`config.mk`:
```
export PLATFORM = sky130hd
export DESIGN_NAME = pulse_stretcher
export DESIGN_NICKNAME = d
export VERILOG_FILES = /design/src/rtl/pulse_stretch_pkg.sv /design/src/rtl/rise_detect.sv /design/src/rtl/pulse_stretcher.sv
export SDC_FILE = /design/constraint.sdc
export NUM_CORES = 1
export LEC_CHECK = 0
export ABC_AREA = 0
export CORE_MARGIN = 2
export CORE_UTILIZATION = 55
export DETAILED_ROUTE_END_ITERATION = 6
export GPL_TIMING_DRIVEN = 0
export HOLD_SLACK_MARGIN = 0.12
export PLACE_DENSITY_LB_ADDON = 0.25
export SYNTH_ARGS = -nofsm -noshare
export SYNTH_HDL_FRONTEND = slang
export SYNTH_SLANG_ARGS = --single-unit
```
`constraint.sdc`:
```
create_clock -name CLK -period 3.1 [get_ports CLK]
set_input_delay 0.62 -clock CLK [delete_from_list [all_inputs] [get_ports CLK]]
set_output_delay 0.62 -clock CLK [all_outputs]
set_load 0.02 [all_outputs]
```
`src/rtl/pulse_stretch_pkg.sv`:
```
// Shared types and defaults for the pulse stretcher: state encoding,
// default timing constants and the counter width helper.
package pulse_stretch_pkg;

   typedef enum logic [1:0] {
      IDLE = 2'b00,
      ON   = 2'b01,
      GAP  = 2'b10
   } state_t;

   localparam int DEF_ON_CYCLES  = 16;
   localparam int DEF_GAP_CYCLES = 8;
   localparam int DEF_PEND_W     = 3;

   // Wide enough to hold the larger of the two phase lengths.
   function automatic int cnt_width(input int on_cycles, input int gap_cycles);
      int longest;
      longest = (on_cycles > gap_cycles) ? on_cycles : gap_cycles;
      return $clog2(longest + 1);
   endfunction

endpackage

```
`src/rtl/rise_detect.sv`:
```
// Rising-edge detector for pin-facing inputs: registers D and flags D & ~D_DLY.
// D_DLY clears on reset, so an input already high at reset release reports one edge.
module rise_detect (
   input  logic CLK,
   input  logic RST,
   input  logic D,
   output logic D_DLY,
   output logic RISE
);

   // NOTE: sequential state uses non-blocking (<=) so every flop samples pre-edge values.
   always_ff @(posedge CLK or posedge RST) begin
      if (RST) D_DLY <= 1'b0;
      else     D_DLY <= D;
   end

   assign RISE = D & ~D_DLY;

endmodule

```
`src/rtl/pulse_stretcher.sv`:
```
// Stretches short event pulses to ON_CYCLES high / GAP_CYCLES low, queueing extra
// events in a saturating counter. Define PULSE_STRETCH_RETRIG_EN to retrigger during ON.
module pulse_stretcher
   import pulse_stretch_pkg::*;
#(
   parameter int ON_CYCLES  = DEF_ON_CYCLES,
   parameter int GAP_CYCLES = DEF_GAP_CYCLES,
   parameter int PEND_W     = DEF_PEND_W
) (
   input  logic              CLK,
   input  logic              RST,
   input  logic              EV,
   output logic              Q,
   output logic              BUSY,
   output logic [PEND_W-1:0] PEND,
   output logic              OVF
);

   localparam int                CW         = cnt_width(ON_CYCLES, GAP_CYCLES);
   localparam logic [CW-1:0]     ON_RELOAD  = CW'(ON_CYCLES - 1);
   localparam logic [CW-1:0]     GAP_RELOAD = CW'(GAP_CYCLES - 1);
   localparam logic [PEND_W-1:0] PEND_MAX   = '1;

   state_t              state, state_nxt;
   logic [CW-1:0]       cnt, cnt_nxt;
   logic [PEND_W-1:0]   pend, pend_nxt;
   logic                ovf, ovf_nxt;
   logic                ev_d;
   logic                ev_edge;
   logic                queue_ev;

   rise_detect u_rise (
      .CLK   (CLK),
      .RST   (RST),
      .D     (EV),
      .D_DLY (ev_d),
      .RISE  (ev_edge)
   );

   always_ff @(posedge CLK or posedge RST) begin
      if (RST) begin
         state <= IDLE;
         cnt   <= '0;
         pend  <= '0;
         ovf   <= 1'b0;
      end else begin
         state <= state_nxt;
         cnt   <= cnt_nxt;
         pend  <= pend_nxt;
         ovf   <= ovf_nxt;
      end
   end

   always_comb begin
      // NOTE: every output of this block gets a default first, so no path can infer a latch.
      state_nxt = state;
      cnt_nxt   = cnt;
      pend_nxt  = pend;
      ovf_nxt   = 1'b0;
      queue_ev  = 1'b0;

      case (state)
         IDLE: begin
            if (ev_edge) begin
               state_nxt = ON;
               cnt_nxt   = ON_RELOAD;
            end
         end

         ON: begin
`ifdef PULSE_STRETCH_RETRIG_EN
            if (ev_edge) begin
               cnt_nxt = ON_RELOAD;
            end else if (cnt == '0) begin
               state_nxt = GAP;
               cnt_nxt   = GAP_RELOAD;
            end else begin
               cnt_nxt = cnt - CW'(1);
            end
`else
            queue_ev = ev_edge;
            if (cnt == '0) begin
               state_nxt = GAP;
               cnt_nxt   = GAP_RELOAD;
            end else begin
               cnt_nxt = cnt - CW'(1);
            end
`endif
         end

         GAP: begin
            if (cnt == '0) begin
               if (pend != '0 || ev_edge) begin
                  state_nxt = ON;
                  cnt_nxt   = ON_RELOAD;
                  // A fresh edge replaces the pending event it would otherwise consume.
                  if (!ev_edge) pend_nxt = pend - PEND_W'(1);
               end else begin
                  state_nxt = IDLE;
               end
            end else begin
               cnt_nxt  = cnt - CW'(1);
               queue_ev = ev_edge;
            end
         end

         default: begin
            state_nxt = IDLE;
            cnt_nxt   = '0;
         end
      endcase

      if (queue_ev) begin
         if (pend == PEND_MAX) ovf_nxt  = 1'b1;
         else                  pend_nxt = pend + PEND_W'(1);
      end
   end

   assign Q    = (state == ON);
   assign BUSY = (state != IDLE);
   assign PEND = pend;
   assign OVF  = ovf;

endmodule

```
## After elaboration in Yosys (flattened, before gate mapping)

Index checks and enable logic that the tools add are counted.

| word-level totals | value |
|---|---|
| register bits after elaboration | 12 |
| word-level logic and storage cells | 44 |
| bits of input ports | 3 |
| output and inout bits | 6 |

| cells by class | value |
|---|---|
| muxes and demuxes | 20 |
| eq/ne operators | 7 |
| bitwise gates (word level) | 2 |
| reduce and logical (&&, ||, !) cells | 7 |
| add/subtract/negate cells | 3 |

Operators by type and width:

| kind | count |
|---|---|
| $mux W5 | 4 |
| $mux W3 | 6 |
| $pmux W5 S3 | 1 |
| $mux W2 | 3 |
| $pmux W2 S3 | 1 |
| $logic_not A5 Y1 | 1 |
| $sub A5 B1 Y5 const B | 1 |
| $mux W1 | 4 |
| $ne A2 B2 Y1 const B | 2 |
| $add A3 B1 Y3 const B | 1 |
| $eq A3 B3 Y1 const B | 1 |
| $ne A3 B3 Y1 const B | 1 |
| $reduce_and A3 Y1 | 1 |
| $reduce_bool A3 Y1 | 1 |
| $sub A3 B1 Y3 const B | 1 |
| $eq A2 B1 Y1 const B | 1 |
| $eq A2 B2 Y1 const B | 1 |
| $logic_not A2 Y1 | 1 |
| $ne A2 B1 Y1 const B | 1 |
| $pmux W1 S2 | 1 |
| $reduce_and A2 Y1 | 1 |
| $reduce_bool A2 Y1 | 1 |
| $and A1 B1 Y1 | 1 |
| $logic_or A1 B1 Y1 | 1 |
| $not A1 Y1 | 1 |

## Depth between registers and ports, before layout

| depth | value |
|---|---|
| depth in word-level cells | 8 |
| mapped depth | 6 |
| mapped depth without buffers | 6 |

## Hierarchy

From an unflattened synthesis, not the netlist that was laid out.

| unflattened totals | value |
|---|---|
| cell total of the unflattened synthesis | 84 |
| area total of the unflattened synthesis | 817.0 sq um |

Modules (own cells, without submodules):

| module | area each (sq um) | cells each | seq. area each (sq um) | instances |
|---|---|---|---|---|
| pulse_stretcher | 774.5 | 81 | 275.3 | 1 |
| rise_detect | 42.5 | 3 | 25.0 | 1 |

## Worst setup path before layout

Ideal clock, no wire load.

| timing | value |
|---|---|
| kind | reg2reg |
| start point | reg cnt[0] |
| end point | reg pend[1], in the netlist PEND[1] |
| clock period less this slack | 1858 ps |
| slack | 1242 ps |
| setup time | 133 ps |
| stages on the path, launching flop included | 7 |
| arrival | 1726 ps |
| cell sequence | dfrtp_1 inv_1 ha_1 or4b_4 a21oi_1 or3_2 a32oi_1 |

| between the ends | value |
|---|---|
| cells in the longest elaborated chain, start to end | 5 |
| elaborated cells between the ends (all ways) | 7 |

Ends and longest elaborated chain:

| item | RTL line | source |
|---|---|---|
| start: declaration | pulse_stretcher.sv:25 | `logic [CW-1:0] cnt, cnt_nxt;` |
| start signal: assignment | pulse_stretcher.sv:48 | `cnt <= cnt_nxt;` |
| $logic_not A5 Y1 * | pulse_stretcher.sv:92 | `if (cnt == '0) begin` |
| $mux W3 | pulse_stretcher.sv:92 |  |
| $mux W3 | pulse_stretcher.sv:62 | `case (state)` |
| $mux W3 | pulse_stretcher.sv:114 | `if (pend == PEND_MAX) ovf_nxt = 1'b1;` |
| $mux W3 * | pulse_stretcher.sv:113 | `if (queue_ev) begin` |
| net pend_nxt[1] | pulse_stretcher.sv:26 | `logic [PEND_W-1:0] pend, pend_nxt;` |
| end signal: assignment | pulse_stretcher.sv:49 | `pend <= pend_nxt;` |
| end: declaration | pulse_stretcher.sv:26 |  |

Mark *: on every way through the listed nets, which the timed path passes. The rest lies on a longest branch.
A chain may end at the register's enable or synchronous reset.

## Final worst setup path

| timing | value |
|---|---|
| start point | reg state[0] |
| end point | out BUSY |

| between the ends | value |
|---|---|
| cells in the longest elaborated chain, start to end | 1 |

Ends and longest elaborated chain:

| item | RTL line | source |
|---|---|---|
| start: declaration | pulse_stretcher.sv:24 | `state_t state, state_nxt;` |
| start signal: assignment | pulse_stretcher.sv:47 | `state <= state_nxt;` |
| $reduce_bool A2 Y1 | pulse_stretcher.sv:120 | `assign BUSY = (state != IDLE);` |
| end: declaration | pulse_stretcher.sv:14 | `output logic BUSY,` |

Every way passes these cells.

==> results.md <==
* Total power at 1000 uW
* Area growth from synthesis to layout at 16.6%
* Hold_buf cts at 0
* Die width at 42.4 um
* Crit-path max FO at 5
* Chip Height at 42.4 um
* Fin. max-slew vios at 0
* Via density at 5.78
* Path type of the worst setup path: reg2out
* Clock share of power at 0.129
* Hold WC Path Type: reg2reg
* Full die area at 1800 um2
* Yosys warns at 0
* Initial antenna violation count at 0
* Synthesis-stage register bit count at 12
* Routed wire length at 1.57 mm
* IR drop worst, VDD at 585 uV
* Worst-path clk slew at 0.09 ns
* Starting Density at 0.609
* Avg Cell Area, Syn at 9.44 um2
* Syn Std Cell Area at 812 um2
* Clock sinks at 12
* Gpl congestion at 0.786
* Final-layout fill cell count at 100
* Pwr/cell area at 1060 nW/um2
* Distinct cell type count after synthesis at 30
* H-Tree Depth at 1
* Sw frac at 0.446
* CTS Buffer Depth at 2
* Sw Pwr at 447 uW
* Clock root buffer: clkbuf_4
* Final period util at 0.789
* Final hold violation count at 0
* Placement Setup Slack at 0.948 ns
* Final min period at 2.45 ns
* Wire per inst at 13.9 um
* Post-DP HPWL at 1.14 mm
* Top cells by area, synth: dfrtp_1 37%, ha_1 14%, a21oi_1 6.2%
* Syn Nets at 98
* Share of layout cells above drive strength 1 at 0.102
* Sum Neg Setup Slack at 0 ns
* Clk_skew at 0.00824 ns
* Slew margin rel. at 0.384
* Worst-Margin Slew at 0.911 ns
* Core area at 1330 um2
* First-pass GRT wire length at 2.55 mm
* Status: completed
* Total CTS buffers at 3
* Commonest cells post-synth: 12 x dfrtp_1, 10 x a21oi_1, 10 x inv_1
* Share of the yosys chip area belonging to registers at 0.370
* CTS tree: yes
* Startpoint types: flop
* GRT Overall Usage at 0.192
* Antenna diode count at 0
* I/O pins at 9
* Setup repair bufs after CTS at 0
* Top cell type by total area after synthesis: dfrtp_1
* Final Core Density at 0.710
* Routed Antenna Nets at 0
* Power share of the sequential group at 0.290
* Synth Flop Type: dfrtp_1
* Synth top area share at 0.370
* Number of synthesized flops with an enable pin at 0
* Critical Path AT at 1.83 ns
* Cells after Synth at 86
* Vias in the first global route at 591
* Int Pwr at 555 uW
* MaxCap Viol Count at 0
* Clock Latency Late Sink at 0.28 ns
* Post-CTS Resized at 0
* RSZ-0062 raised after global routing: no
* Most common cell in the netlist: dfrtp_1
* Number of remaining DRC errors at 0
* Vias at 653
* Pin count of the biggest net entering global routing at 13
* Number of cell rows at 13
* Lkg Pwr at 0.000426 uW
* CP Capture Type: output pin
* Post-route setup slack at 0.654 ns
* Final net count at 111
* Final setup vio count at 0
* Gate power share at 0.581
* PortBufs at 8
* DR iter-0 viols at 18
* Max frequency at 409 MHz
* CP required at 2.48 ns
* Ys async rst share at 1.00
* Drt pass-1 iters at 4
* Grt ovf at 0
## area by class of cell
| type | count | area [um2] | share of cell area |
|---|---|---|---|
| well taps | 15 | 18.8 | 0.0198 |
| inverters | 10 | 37.5 | 0.0396 |
| flip-flops and latches | 12 | 300 | 0.317 |
| multi-input cells | 63 | 470 | 0.497 |
| plain buffers | 1 | 3.75 | 0.00396 |
| repair buffers | 8 | 80.1 | 0.0845 |
| clock buffers | 4 | 36.3 | 0.0383 |
## path summary, 6_finish.rpt
kind                       startpoint       to  slack (ns)  cells after the start
min in group asynchronous         RST   cnt[1]        0.64                      2
setup / recovery             state[0]     BUSY        0.65                      4
max in group asynchronous         RST      OVF        2.12                      2
hold reg to reg                cnt[4]   cnt[4]        0.55                      1
hold / removal                 cnt[4]   cnt[4]        0.55                      1
setup reg to reg               cnt[0]  PEND[1]        0.97                      6
## cell usage in the layout (no fill, tap or decap), types with 3 or more instances in the layout
master,instances
nor2_1,5
o21ai_0,3
nor3b_1,3
nand2_1,3
ha_1,9
nor3_1,3
a21oi_1,10
inv_1,10
clkdlybuf4s50_1,8
dfrtp_1,12
o31ai_1,4
clkbuf_4,3
## power groups by stage
stage / registers (uW) / logic, uW / clock network [uW]
after floorplan: 299 / 408 / 0
after global placement: 286 / 568 / 0
after detailed placement: 292 / 575 / 0
after CTS: 289 / 580 / 131
after global routing: 298 / 653 / 136
final: 291 / 583 / 130
## sequential cells by signal (all words and copies together), names as in the netlist
| name | flops |
|---|---|
| PEND | 3 |
| cnt | 5 |
| state | 2 |
| OVF | 1 |
| u_rise.D_DLY | 1 |
## layer usage
metal / GRT usage / part of all wire / vias to the layer above
li1: - / - / 335
met1: 0.249 / 0.49 / 298
met2: 0.302 / 0.45 / 15
met3: 0.0259 / 0.038 / 5
met4: 0.113 / 0.027 / 0
met5: 0 / 0 / -
## stage by stage
| stage | area (um2) | hold slack [ns] | std cells |
|---|---|---|---|
| after floorplan | 812 | 0.483 | 86 |
| after global placement | 911 | 0.511 | 109 |
| after detailed placement | 911 | 0.523 | 109 |
| after CTS | 947 | 0.546 | 113 |
| after global routing | 947 | 0.578 | 113 |
| final | 947 | 0.546 | 113 |
## cell families after synthesis
| family | share of synthesized area |
|---|---|
| adder cells (fa/ha/maj) | 0.139 |
| AO/OA/AOI/OAI | 0.197 |
| buffers and inverters | 0.0508 |
| multiplexers | 0.0262 |
| AND/OR/NAND/NOR | 0.206 |
| XOR/XNOR | 0.0108 |
| flip-flops | 0.370 |
## worst max-delay path, cell delays in order (launching register included)
cell             delay (ns)
dfrtp_1                0.40
inv_1                  0.08
ha_1                   0.26
inv_1                  0.17
clkdlybuf4s50_1        0.63
Power figures use the tool's default switching activity.
